[src/rtl/erode_3x3.sv]
// Binary 3x3 erosion on a de/hsync/vsync pixel stream with built-in line buffers and border masking.
// Define ERODE_BORDER_CLEAR_EN to force zero output for any window touching the image border.
module erode_3x3 #(
  parameter int COL = 1024,
  parameter int ROW = 768
) (
  input  logic        clk,
  input  logic        rst_n,
  input  logic        RGB_de,
  input  logic        RGB_hsync,
  input  logic        RGB_vsync,
  input  logic [23:0] RGB_data,
  output logic        erode_de,
  output logic        erode_hsync,
  output logic        erode_vsync,
  output logic [23:0] erode_data
);

  localparam int CW = $clog2(COL);
  localparam int RW = $clog2(ROW);
  localparam logic [CW-1:0] COL_LAST = CW'(COL - 1);
  localparam logic [RW-1:0] ROW_LAST = RW'(ROW - 1);

  logic [CW-1:0] col;
  logic [RW-1:0] row;
  logic          vsync_d;
  logic          vsync_rise;
  logic          cur;

  assign vsync_rise = RGB_vsync & ~vsync_d;
  assign cur        = |RGB_data;

  // A vsync edge wins over the increment, so a coincident beat uses the old position.
  always_ff @(posedge clk or negedge rst_n) begin
    if (!rst_n) begin
      col     <= '0;
      row     <= '0;
      vsync_d <= 1'b0;
    end else begin
      vsync_d <= RGB_vsync;
      if (vsync_rise) begin
        col <= '0;
        row <= '0;
      end else if (RGB_de) begin
        if (col == COL_LAST) begin
          col <= '0;
          row <= (row == ROW_LAST) ? '0 : row + RW'(1);
        end else begin
          col <= col + CW'(1);
        end
      end
    end
  end

  logic lb1 [COL];
  logic lb2 [COL];
  logic lb1_rd;
  logic lb2_rd;

  assign lb1_rd = lb1[col];
  assign lb2_rd = lb2[col];

  always_ff @(posedge clk) begin
    if (RGB_de) begin
      lb1[col] <= cur;
      lb2[col] <= lb1[col];
    end
  end

  // Bit 2 of each window row is the newest column (c), bit 0 the oldest (c-2).
  logic [2:0] win_top;
  logic [2:0] win_mid;
  logic [2:0] win_bot;
  logic       mask_top;
  logic       mask_mid;
  logic       mask_c1;
  logic       mask_c2;
  logic       valid1;

  always_ff @(posedge clk or negedge rst_n) begin
    if (!rst_n) begin
      win_top  <= '0;
      win_mid  <= '0;
      win_bot  <= '0;
      mask_top <= 1'b0;
      mask_mid <= 1'b0;
      mask_c1  <= 1'b0;
      mask_c2  <= 1'b0;
      valid1   <= 1'b0;
    end else begin
      valid1 <= RGB_de;
      if (RGB_de) begin
        win_top  <= {lb2_rd, win_top[2:1]};
        win_mid  <= {lb1_rd, win_mid[2:1]};
        win_bot  <= {cur, win_bot[2:1]};
        mask_top <= (row < RW'(2));
        mask_mid <= (row == RW'(0));
        mask_c2  <= (col < CW'(2));
        mask_c1  <= (col == CW'(0));
      end
    end
  end

  logic [2:0] col_mask;
  logic [2:0] top_m;
  logic [2:0] mid_m;
  logic [2:0] bot_m;

  // Out-of-image taps read as foreground so stale buffer contents cannot leak in.
  assign col_mask = {1'b0, mask_c1, mask_c2};
  assign top_m    = win_top | col_mask | {3{mask_top}};
  assign mid_m    = win_mid | col_mask | {3{mask_mid}};
  assign bot_m    = win_bot | col_mask;

  logic [2:0] row_and;
  logic       pass2;

  always_ff @(posedge clk or negedge rst_n) begin
    if (!rst_n) begin
      row_and <= '0;
      pass2   <= 1'b0;
    end else begin
      row_and <= {&top_m, &mid_m, &bot_m};
`ifdef ERODE_BORDER_CLEAR_EN
      pass2   <= valid1 & ~(mask_top | mask_c2);
`else
      pass2   <= valid1;
`endif
    end
  end

  logic [2:0] de_sr;
  logic [2:0] hs_sr;
  logic [2:0] vs_sr;

  always_ff @(posedge clk or negedge rst_n) begin
    if (!rst_n) begin
      erode_data <= '0;
      de_sr      <= '0;
      hs_sr      <= '0;
      vs_sr      <= '0;
    end else begin
      erode_data <= (pass2 && (&row_and)) ? 24'hFFFFFF : 24'h000000;
      de_sr      <= {de_sr[1:0], RGB_de};
      hs_sr      <= {hs_sr[1:0], RGB_hsync};
      vs_sr      <= {vs_sr[1:0], RGB_vsync};
    end
  end

  assign erode_de    = de_sr[2];
  assign erode_hsync = hs_sr[2];
  assign erode_vsync = vs_sr[2];

endmodule

[config.mk]
export PLATFORM = sky130hd
export DESIGN_NAME = erode_3x3
export DESIGN_NICKNAME = d
export VERILOG_FILES = /design/src/rtl/erode_3x3.sv
export SDC_FILE = /design/constraint.sdc
export NUM_CORES = 2
export LEC_CHECK = 0
export ABC_AREA = 1
export BUFFER_PORTS_ARGS = -buffer_cell sky130_fd_sc_hd__buf_4
export CAP_MARGIN = 0
export CORE_ASPECT_RATIO = 0.9
export CORE_MARGIN = 5
export CORE_UTILIZATION = 63
export DETAILED_ROUTE_END_ITERATION = 10
export PLACE_DENSITY = 0.76
export SETUP_SLACK_MARGIN = 0.05
export SYNTH_ARGS = -nofsm -noshare
export SYNTH_HDL_FRONTEND = slang
export SYNTH_SLANG_ARGS = --single-unit
[constraint.sdc]
create_clock -name clk -period 21.2 [get_ports clk]
set_clock_uncertainty 0.2 [all_clocks]
set_input_delay 0 -clock clk [delete_from_list [all_inputs] [get_ports clk]]
set_output_delay 0 -clock clk [all_outputs]
set_load 0.02 [all_outputs]
==> flow_metrics.py <==
metrics = {
    "outcome": {
        "run_status": "finished, final reports clean",
    },
    "yosys": {
        "async_flop_share_pct": 2.20,
        "yosysMostFrequentCell": "nand2_1",
        "yosys-top-cells-count": "nand2_1 (2,541), nor2_1 (2,348), edfxtp_1 (2,048)",
        "synth_area_leader_cell": "edfxtp_1",
        "yosys_warnings": 0,
        "synth_enable_flop_cells": 2048,
        "ys_types": 32,
        "synth_top_area_share_pct": 67.6,
        "syn_nets": 9106,
        "synth_ff_type": "edfxtp_1",
        "syn_inst": 9071,
        "seq_area_frac_synth_pct": 68.8,
        "postSynthAreaPerCell_um2": 10.0,
        "ys_ff_latch": 2094,
        "synth_area_mm2": 0.0910,
        "synth_area_leaders": "edfxtp_1 (68%), nand2_1 (10%), nor2_1 (9.7%)",
    },
    "global_routing": {
        "track_usage_pct": 32.0,
        "grt_overflow": 0,
        "grt.busiest_layer": "met2",
        "use_met3_pct": 6.69,
        "met2_usage_pct": 50.6,
        "antenna_found_initial": 10,
        "met1_usage_pct": 43.4,
        "grt_pass1_vias": 62600,
        "grt_max_degree": 253,
        "grt_pass1_wl_um": 369000,
    },
    "routing": {
        "vias_per_cell": 5.98,
        "wl_per_cell_um": 22.5,
        "ant_nets": 0,
        "drc": 0,
        "drtPass1Iterations": 6,
        "vias": 64900,
        "routed_wl_um": 244000,
        "drt_iter0_drc": 9455,
    },
    "power_and_ir_drop": {
        "ir_worst_vdd_uv": 177,
        "p_clk_share_pct": 31.8,
        "p_per_area_mw_per_mm2": 114,
        "p_int_uw": 7670,
        "power_switching_uw": 3560,
        "p_sw_share_pct": 31.7,
        "pwr-share-seq_pct": 45.1,
        "leakagePower_uw": 0.0388,
        "combPwrFrac_pct": 23.1,
    },
    "critical_path": {
        "required_ps": 21460,
        "path_max_fanout": 197,
        "worstSetupStartpointType": "flop",
        "end_kind": "flop",
        "critPathKind": "flop to flop",
        "reg2regPathDepth": 20,
        "worstPathArrival_ps": 8660,
    },
    "clock_network": {
        "post_cts.repair.setup_buffers": 0,
        "clock-sinks": 2094,
        "cts_tree": "built",
        "cts_resized": 0,
        "cts.htree.levels": 4,
        "cts_root_buf": "clkbuf_16",
        "clk-insertion-delay-late_ps": 830,
        "clockBufferDepth": 3,
        "path_clk_slew_ps": 60,
        "numCtsBuffers": 199,
    },
    "floorplanning": {
        "rows": 132,
        "pin_count": 56,
        "fp.dieH_um": 371,
        "core_region_area_mm2": 0.144,
        "die_w_um": 411,
        "start_util_pct": 63.4,
        "dieArea_mm2": 0.152,
    },
    "placement": {
        "gp_congestion": 0.838,
        "hpwl_um": 122000,
        "port_buffers": 55,
    },
    "layout": {
        "utilization_pct": 68.7,
        "syn_to_final_growth_pct": 8.46,
        "drive_gt1_share_pct": 5.56,
        "final_net_count": 8845,
    },
    "sta": {
        "fin_crit_ps": 8400,
        "fin_tns_setup_ps": 0,
        "tightest_slew_ps": 1290,
        "rsz0062_at_grt": "false",
        "finalSetupViolCount": 0,
        "timing.final.hold_violations": 0,
        "drv_slew": 0,
        "fmax_mhz": 119,
        "fin_crit_sh_pct": 39.6,
        "relSlewSlack_pct": 13.5,
    },
    "worst_hold_path": {
        "hold_path.class": "primary input to flop",
        "hold_path_depth": 2,
    },
    "run": {
        "drv_cap": 0,
    },
}
==> metal layers <==
metal  wire length, um  vias to the layer above
li1                  -                    29300
met1             90300                    30900
met2            112000                     4055
met3             29800                      676
met4             12100                        6
met5                50                        -
==> metrics by stage <==
stage               total power [uW]  cells  hold slack, ps  cell area, um^2  worst slack [ps]
global placement                7640  10500            -154            92100             13240
floorplan                       7480   9071            -496            91000              3400
CTS                            11200  10900            32.3            98700             13130
detailed placement              7670  10500            -154            92100             13260
finish                         11200  10900            93.5            98700             12800
global route                   11700  10900            82.5            98700             12460
==> path summary, 6_finish.rpt <==
kind / end / from / slack, ps
min in group asynchronous: hs_sr[2]$_DFF_PN0_ / rst_n / 580
max in group asynchronous: col[0]$_DFFE_PN0P_ / rst_n / 19950
worst max register to register: lb2[552]$_DFFE_PP_ / col[0]$_DFFE_PN0P_ / 12800
worst min register to register: de_sr[1]$_DFF_PN0_ / de_sr[0]$_DFF_PN0_ / 150
worst min-delay path: de_sr[0]$_DFF_PN0_ / RGB_de / 90
worst max-delay path: lb2[552]$_DFFE_PP_ / col[0]$_DFFE_PN0P_ / 12800
==> sequential cells by signal, indices dropped and copies added (netlist names) <==
register	count
row_and	3
row	10
mask_top	1
mask_mid	1
win_mid	3
vs_sr	3
mask_c2	1
lb2	1024
de_sr	3
mask_c1	1
hs_sr	3
win_bot	3
erode_data	1
col	10
lb1	1024
win_top	3
==> what timing repair did <==
| action | CTS | global route |
|---|---|---|
| hold buffers | 9 | 0 |
| endpoints found under the setup margin | 0 | 0 |
| hold endpoints to repair | 94 | 0 |
==> power groups by stage <==
stage	Sequential [uW]	Combinational (uW)	Clock (uW)
2_1_floorplan	5740	1740	0
3_3_place_gp	5150	2490	0
3_5_place_dp	5150	2520	0
4_1_cts	5060	2550	3590
5_1_grt	5060	2840	3770
6_report	5060	2590	3580
==> cells in the final DEF (no fill, tap or decap), types with 4 or more instances in the layout <==
cell type         n
clkbuf_1         37
buf_4           150
or2_1             5
nor3_1           35
o21ai_1         120
nor2_1         2337
nand3_4          23
clkinv_1         50
inv_1           374
o211ai_1         39
nand3_1         126
nand2_1        2531
o22ai_1          16
nand2_2           8
bufinv_16        20
dfrtp_1          44
clkinv_2         39
a21oi_1          11
edfxtp_1       2048
xor2_1            4
clkbuf_8          7
clkbuf_16       207
inv_6             6
o21ai_0         671
dlygate4sd3_1     8
buf_12            8
nor4_1            8
ha_1              6
nor2_4           10
==> critical path, cell delays in order, from the launching register on <==
cell     delay, ps
dfrtp_4        840
buf_12         640
buf_12         570
buf_4          710
buf_4          680
nor2_1         130
nor2_1         150
o21ai_1        120
nand2_1        110
nand2_1         70
nand2_1        110
nor2_1          50
nand2_1         50
nand2_1         60
nand2_1         80
o21ai_1         80
nand2_1         90
nor2_1          60
nand2_4        660
buf_4          880
buf_4         1000
==> cells by family after synthesis <==
group           count (synthesis)  share of synthesized area [%]
fa+ha+maj                       6                         0.0825
simple gates                 5098                           21.3
buf+inv                      1009                           4.84
xor+xnor                        4                         0.0385
flops                        2094                           68.8
compound gates                860                           4.87
==> area by class of cell <==
| type | count | area (um^2) |
|---|---|---|
| clock buffer | 251 | 5420 |
| tap | 1876 | 2350 |
| antenna | 3 | 7.51 |
| fill | 10400 | 44900 |
| clock inverter | 117 | 1090 |
| inverter | 380 | 1440 |
| sequential | 2094 | 62700 |
| multi-input combinational | 5968 | 24400 |
| timing repair buffer | 167 | 1390 |
Power figures use the tool's default switching activity.
